**src/rtl/forward_stall_unit.sv**
```systemverilog
`default_nettype none
// ============================================================================
// Module      : forward_stall_unit
// Description : EX-stage operand forwarding select and hazard stall logic
//               with a long-latency destination scoreboard, WAW conflict
//               pulse and a saturating stall cycle counter.
// Revision    : 1.0 - initial release
// ============================================================================
module forward_stall_unit #(
  parameter int NUM_SRC = 2,
  parameter int NUM_RD  = 2,
  parameter int REG_AW  = 5,
  parameter int CNT_W   = 16,
  localparam int SW     = $clog2(NUM_SRC + 2)
) (
  input  logic                       clk,
  input  logic                       rst_n,
  input  logic [NUM_RD*REG_AW-1:0]   rs_ex,
  input  logic [NUM_SRC*REG_AW-1:0]  rd_src,
  input  logic [NUM_SRC-1:0]         wen_src,
  input  logic [NUM_SRC-1:0]         ready_src,
  input  logic                       lng_issue,
  input  logic [REG_AW-1:0]          lng_rd,
  input  logic                       lng_done,
  input  logic [REG_AW-1:0]          lng_done_rd,
  output logic [NUM_RD*SW-1:0]       fwd_sel,
  output logic                       stall,
  output logic [(1<<REG_AW)-1:0]     pending,
  output logic                       sb_conflict,
  output logic [CNT_W-1:0]           stall_cnt
);

  localparam int             NREG    = 1 << REG_AW;
  localparam logic [SW-1:0]  C_SEL_LNG = SW'(NUM_SRC + 1);

  logic [NREG-1:0]   r_pending;
  logic [NREG-1:0]   w_pend_next;
  logic              r_conflict;
  logic              w_conflict;
  logic [CNT_W-1:0]  r_cnt;
  logic [NUM_RD-1:0] w_port_stall;

  // Per read port: choose the operand source and decide whether it must wait
  for (genvar p = 0; p < NUM_RD; p++) begin : g_port
    logic [REG_AW-1:0] w_rs;
    logic [SW-1:0]     w_sel;
    logic              w_not_ready;
    logic              w_stall;

    assign w_rs = rs_ex[p*REG_AW +: REG_AW];

    // Youngest matching source wins (descending scan, last hit kept);
    // the long result bus is only a fallback when no pipeline source hits.
    always_comb begin
      w_sel       = '0;
      w_not_ready = 1'b0;
      w_stall     = 1'b0;
      for (int k = NUM_SRC - 1; k >= 0; k--) begin
        if ((w_rs != '0) && wen_src[k] &&
            (rd_src[k*REG_AW +: REG_AW] == w_rs)) begin
          w_sel       = SW'(k + 1);
          w_not_ready = !ready_src[k];
        end
      end
      if ((w_sel == '0) && (w_rs != '0) && lng_done && (lng_done_rd == w_rs)) begin
        w_sel = C_SEL_LNG;
      end
      // Register x0 never stalls because its scoreboard bit is tied low
      w_stall = w_not_ready || ((w_sel == '0) && r_pending[w_rs]);
    end

    assign fwd_sel[p*SW +: SW] = w_sel;
    assign w_port_stall[p]     = w_stall;
  end

  assign stall = |w_port_stall;

  // Scoreboard next state: completion clears first so a same-cycle issue wins
  always_comb begin
    w_pend_next = r_pending;
    if (lng_done) begin
      w_pend_next[lng_done_rd] = 1'b0;
    end
    if (lng_issue && (lng_rd != '0)) begin
      w_pend_next[lng_rd] = 1'b1;
    end
    w_pend_next[0] = 1'b0;
  end

  // WAW issue onto a register still awaiting its earlier long result
  always_comb begin
    w_conflict = lng_issue && (lng_rd != '0) && r_pending[lng_rd] &&
                 !(lng_done && (lng_done_rd == lng_rd));
  end

  // Scoreboard and conflict pulse registers
  always_ff @(posedge clk or negedge rst_n) begin
    if (!rst_n) begin
      r_pending  <= '0;
      r_conflict <= 1'b0;
    end else begin
      r_pending  <= w_pend_next;
      r_conflict <= w_conflict;
    end
  end

  // Saturating count of cycles spent stalled
  always_ff @(posedge clk or negedge rst_n) begin
    if (!rst_n) begin
      r_cnt <= '0;
    end else if (stall && (r_cnt != '1)) begin
      r_cnt <= r_cnt + CNT_W'(1);
    end
  end

  assign pending     = r_pending;
  assign sb_conflict = r_conflict;
  assign stall_cnt   = r_cnt;

endmodule
`default_nettype wire

```
**config.mk**
```make
export PLATFORM = sky130hd
export DESIGN_NAME = forward_stall_unit
export DESIGN_NICKNAME = d
export VERILOG_FILES = /design/src/rtl/forward_stall_unit.sv
export SDC_FILE = /design/constraint.sdc
export NUM_CORES = 1
export LEC_CHECK = 0
export ABC_CLOCK_PERIOD_IN_PS = 12200
export CAP_MARGIN = 5
export CORE_MARGIN = 2
export CORE_UTILIZATION = 35
export DETAILED_ROUTE_END_ITERATION = 7
export GPL_TIMING_DRIVEN = 1
export MAX_ROUTING_LAYER = met4
export SYNTH_ARGS = -nofsm -noshare
export SYNTH_HDL_FRONTEND = slang
export SYNTH_SLANG_ARGS = --single-unit
```
**constraint.sdc**
```tcl
create_clock -name clk -period 12.2 [get_ports clk]
set_input_delay 3.66 -clock clk [delete_from_list [all_inputs] [get_ports clk]]
set_output_delay 3.66 -clock clk [all_outputs]
set_load 0.01 [all_outputs]
```
==> flow_metrics.env <==
export IMPL_status="completed"
export IMPL_grt_pass1_vias=3154
export IMPL_grt_first_pass_wirelength_um=17540
export IMPL_drv_cap=0
export IMPL_cts_htree_levels=2
export IMPL_first_pass_iters=7
export IMPL_synth_edff_count=0
export IMPL_die_h_um=104.3
export IMPL_rrSetupSlack_ps=9570
export IMPL_vias=3216
export IMPL_cts_made_buffers=5
export IMPL_finalHoldViolCount=0
export IMPL_synth_area_sq_um=3523
export IMPL_clock_fmax_mhz=96.17
export IMPL_layout_min_cycle_time_ps=10400
export IMPL_synth_top_cells_by_area="dfrtp_1 34%, mux4_2 9.6%, o21ai_0 9.5%, xnor2_1 8.7%, xor2_1 3.5%"
export IMPL_synthArstFlopShare_pct=100.0
export IMPL_cpPeakStageDelay_ps=870
export IMPL_synth_ff_type="dfrtp_1"
export IMPL_track_usage_pct=21.16
export IMPL_slowest_stage="clkdlybuf4s50_1"
export IMPL_synth_nets=395
export IMPL_setup_violations=0
export IMPL_die_w_um=104.3
export IMPL_crit_required_ps=8540
export IMPL_path_class="input pin to output pin"
export IMPL_worst_pin_slew_ps=815.6
export IMPL_synthTopCellsByCount="67 x o21ai_0, 48 x dfrtp_1, 35 x xnor2_1, 16 x nand2_1, 15 x mux4_2"
export IMPL_startpoint_type="input pin"
export IMPL_synth_area_per_cell_sq_um=9.897
export IMPL_final_util_pct=46.60
export IMPL_ctsLongestPathBuffers=2
export IMPL_p_leak_nw=1.632
export IMPL_die_area_sq_um=10890
export IMPL_holdCritPathClass="register to register"
export IMPL_skew_ps=9.629
export IMPL_path_clk_slew_ps=90
export IMPL_cpLargestDelayFamily="buffers and inverters"
export IMPL_overflow=0
export IMPL_drive_gt1_share_pct=11.21
export IMPL_cts_root_buf="clkbuf_8"
export IMPL_portBuffers=90
export IMPL_synthDistinctLibCells=48
export IMPL_antenna_left=0
export IMPL_grt_max_degree=49
export IMPL_seq_area_frac_synth_pct=34.09
export IMPL_post_cts_resized=0
export IMPL_setup_tns_ps=0
export IMPL_synth_seq_cells=48
export IMPL_crit_chain="clkdlybuf4s50_1 > mux4_1 > inv_1 > a2111oi_0 > or4_1 > nand3_2 > and3_4 > inv_1 > clkdlybuf4s50_1"
export IMPL_final_nets=468
export IMPL_viasPerCell=5.733
export IMPL_clock_sinks=48
export IMPL_yosysTopAreaCellShare_pct=34.09
export IMPL_cp_arrival_ps=6740
export IMPL_synthToLayoutAreaGrowth_pct=29.26
export IMPL_start_util_pct=36.05
export IMPL_synth_top_area_cell="dfrtp_1"
export IMPL_dp_slack_ps=1785
export IMPL_drc=0
export IMPL_clk_latency_ps=310
export IMPL_cts_tree="done"
export IMPL_relSlewSlack_pct=45.46
export IMPL_fill_cells=936
export IMPL_period_share_pct=85.23
export IMPL_core_sq_um=9774
export IMPL_synth_cells=356
export IMPL_worst_setup_path_end_kind="output pin"
export IMPL_synth_most_common_cell="o21ai_0"
export IMPL_crit_path_max_fanout=15
export IMPL_io_pins=92
export IMPL_routed_wl_um=11180
export IMPL_antenna_found_initial=0
export IMPL_worst_slack_ps=1802
export IMPL_ir_drop_v=0.00006358
export IMPL_rows=36
export IMPL_dpl_hpwl_um=7953
export IMPL_routabilityCongestion=0.9014
export IMPL_holdBufCountCts=0
export IMPL_wl_per_cell_um=19.92
export IMPL_yosys_warnings=0
export IMPL_crit_buf_inv=4
export IMPL_antenna_cells=0
export IMPL_post_cts_buffers=0
export IMPL_rsz0062_at_grt="false"
export IMPL_final_max_slew_viol_count=0
export IMPL_drt_initial_drc_count=332
export IMPL_powerDensity_nw_per_um2=134.4
[kinds of logic after synthesis]
group           Yosys count  share of synthesized area, %
fa+ha+maj                 1                        0.3551
xor+xnor                 49                         12.18
simple gates            109                         19.28
mux                      32                         15.87
buf+inv                  32                         4.652
compound gates           84                         13.46
flops                    48                         34.09
other cells               1                        0.1064
[cells in the final DEF (no fill, tap or decap), types with 3 or more instances in the layout]
| master | instances |
|---|---|
| clkdlybuf4s50_1 | 89 |
| o21ai_0 | 67 |
| dfrtp_1 | 48 |
| xnor2_1 | 35 |
| nand2_1 | 16 |
| mux4_2 | 15 |
| xor2_1 | 14 |
| nor2_1 | 13 |
| nand4_1 | 12 |
| nand3_1 | 11 |
| nand3b_1 | 11 |
| inv_1 | 7 |
| nor2b_1 | 7 |
| mux2_2 | 7 |
| mux2i_1 | 6 |
| or3b_2 | 5 |
| nor4_1 | 5 |
| nand2b_1 | 5 |
| clkbuf_8 | 5 |
| or3_1 | 4 |
| nor3_1 | 4 |
| a21oi_1 | 4 |
| a2111oi_0 | 3 |
| nor3b_1 | 3 |
| a311oi_1 | 3 |
| and3_1 | 3 |
[flip-flops by register name (all words and copies together), names as in the netlist]
name and flops:
pending 31, sb_conflict 1, stall_cnt 16
[path summary, 6_finish.rpt]
| kind | cells after the start | endpoint | from |
|---|---|---|---|
| setup / recovery | 9 | stall | rs_ex[5] |
| hold / removal | 1 | stall_cnt[15] | stall_cnt[15] |
| setup reg to reg | 7 | stall_cnt[1] | pending[21] |
| hold reg to reg | 1 | stall_cnt[15] | stall_cnt[15] |
| max in group asynchronous | 2 | stall_cnt[4] | rst_n |
| min in group asynchronous | 2 | pending[28] | rst_n |
[per-stage QoR]
stage,power (W),instance area (sq um),hold WS (ps),cells
3_5_place_dp,0.0005007,4456,492.8,555
2_1_floorplan,0.0003678,3523,519.7,356
6_report,0.0006120,4554,507.5,561
5_1_grt,0.0006443,4554,538.9,561
4_1_cts,0.0006137,4554,510.5,561
3_3_place_gp,0.0004981,4456,478.0,555
[where the power goes]
| group | total, W | switching, W | internal, W |
|---|---|---|---|
| combinational | 0.000248 | 0.000105 | 0.000143 |
| clock | 0.000111 | 0.0000524 | 0.0000589 |
| sequential | 0.000253 | 0.0000569 | 0.000196 |
[final cells by class]
class	count	area [sq um]	area share, %
inverter	7	26.28	0.5769
sequential	48	1201	26.37
timing repair buffer	91	903.4	19.84
clock inverter	1	30.03	0.6593
tap	133	166.4	3.654
multi-input combinational	276	2158	47.39
clock buffer	5	68.82	1.511
[per-layer routing]
layer | GRT usage, % | part of all wire [%] | vias up
li1 | - | - | 1461
met1 | 28.88 | 45 | 1600
met2 | 31.42 | 47 | 136
met3 | 3.822 | 7.0 | 19
met4 | 7.819 | 1.6 | 0
met5 | - | 0 | -
No activity file was read; power rests on OpenSTA's default activity.
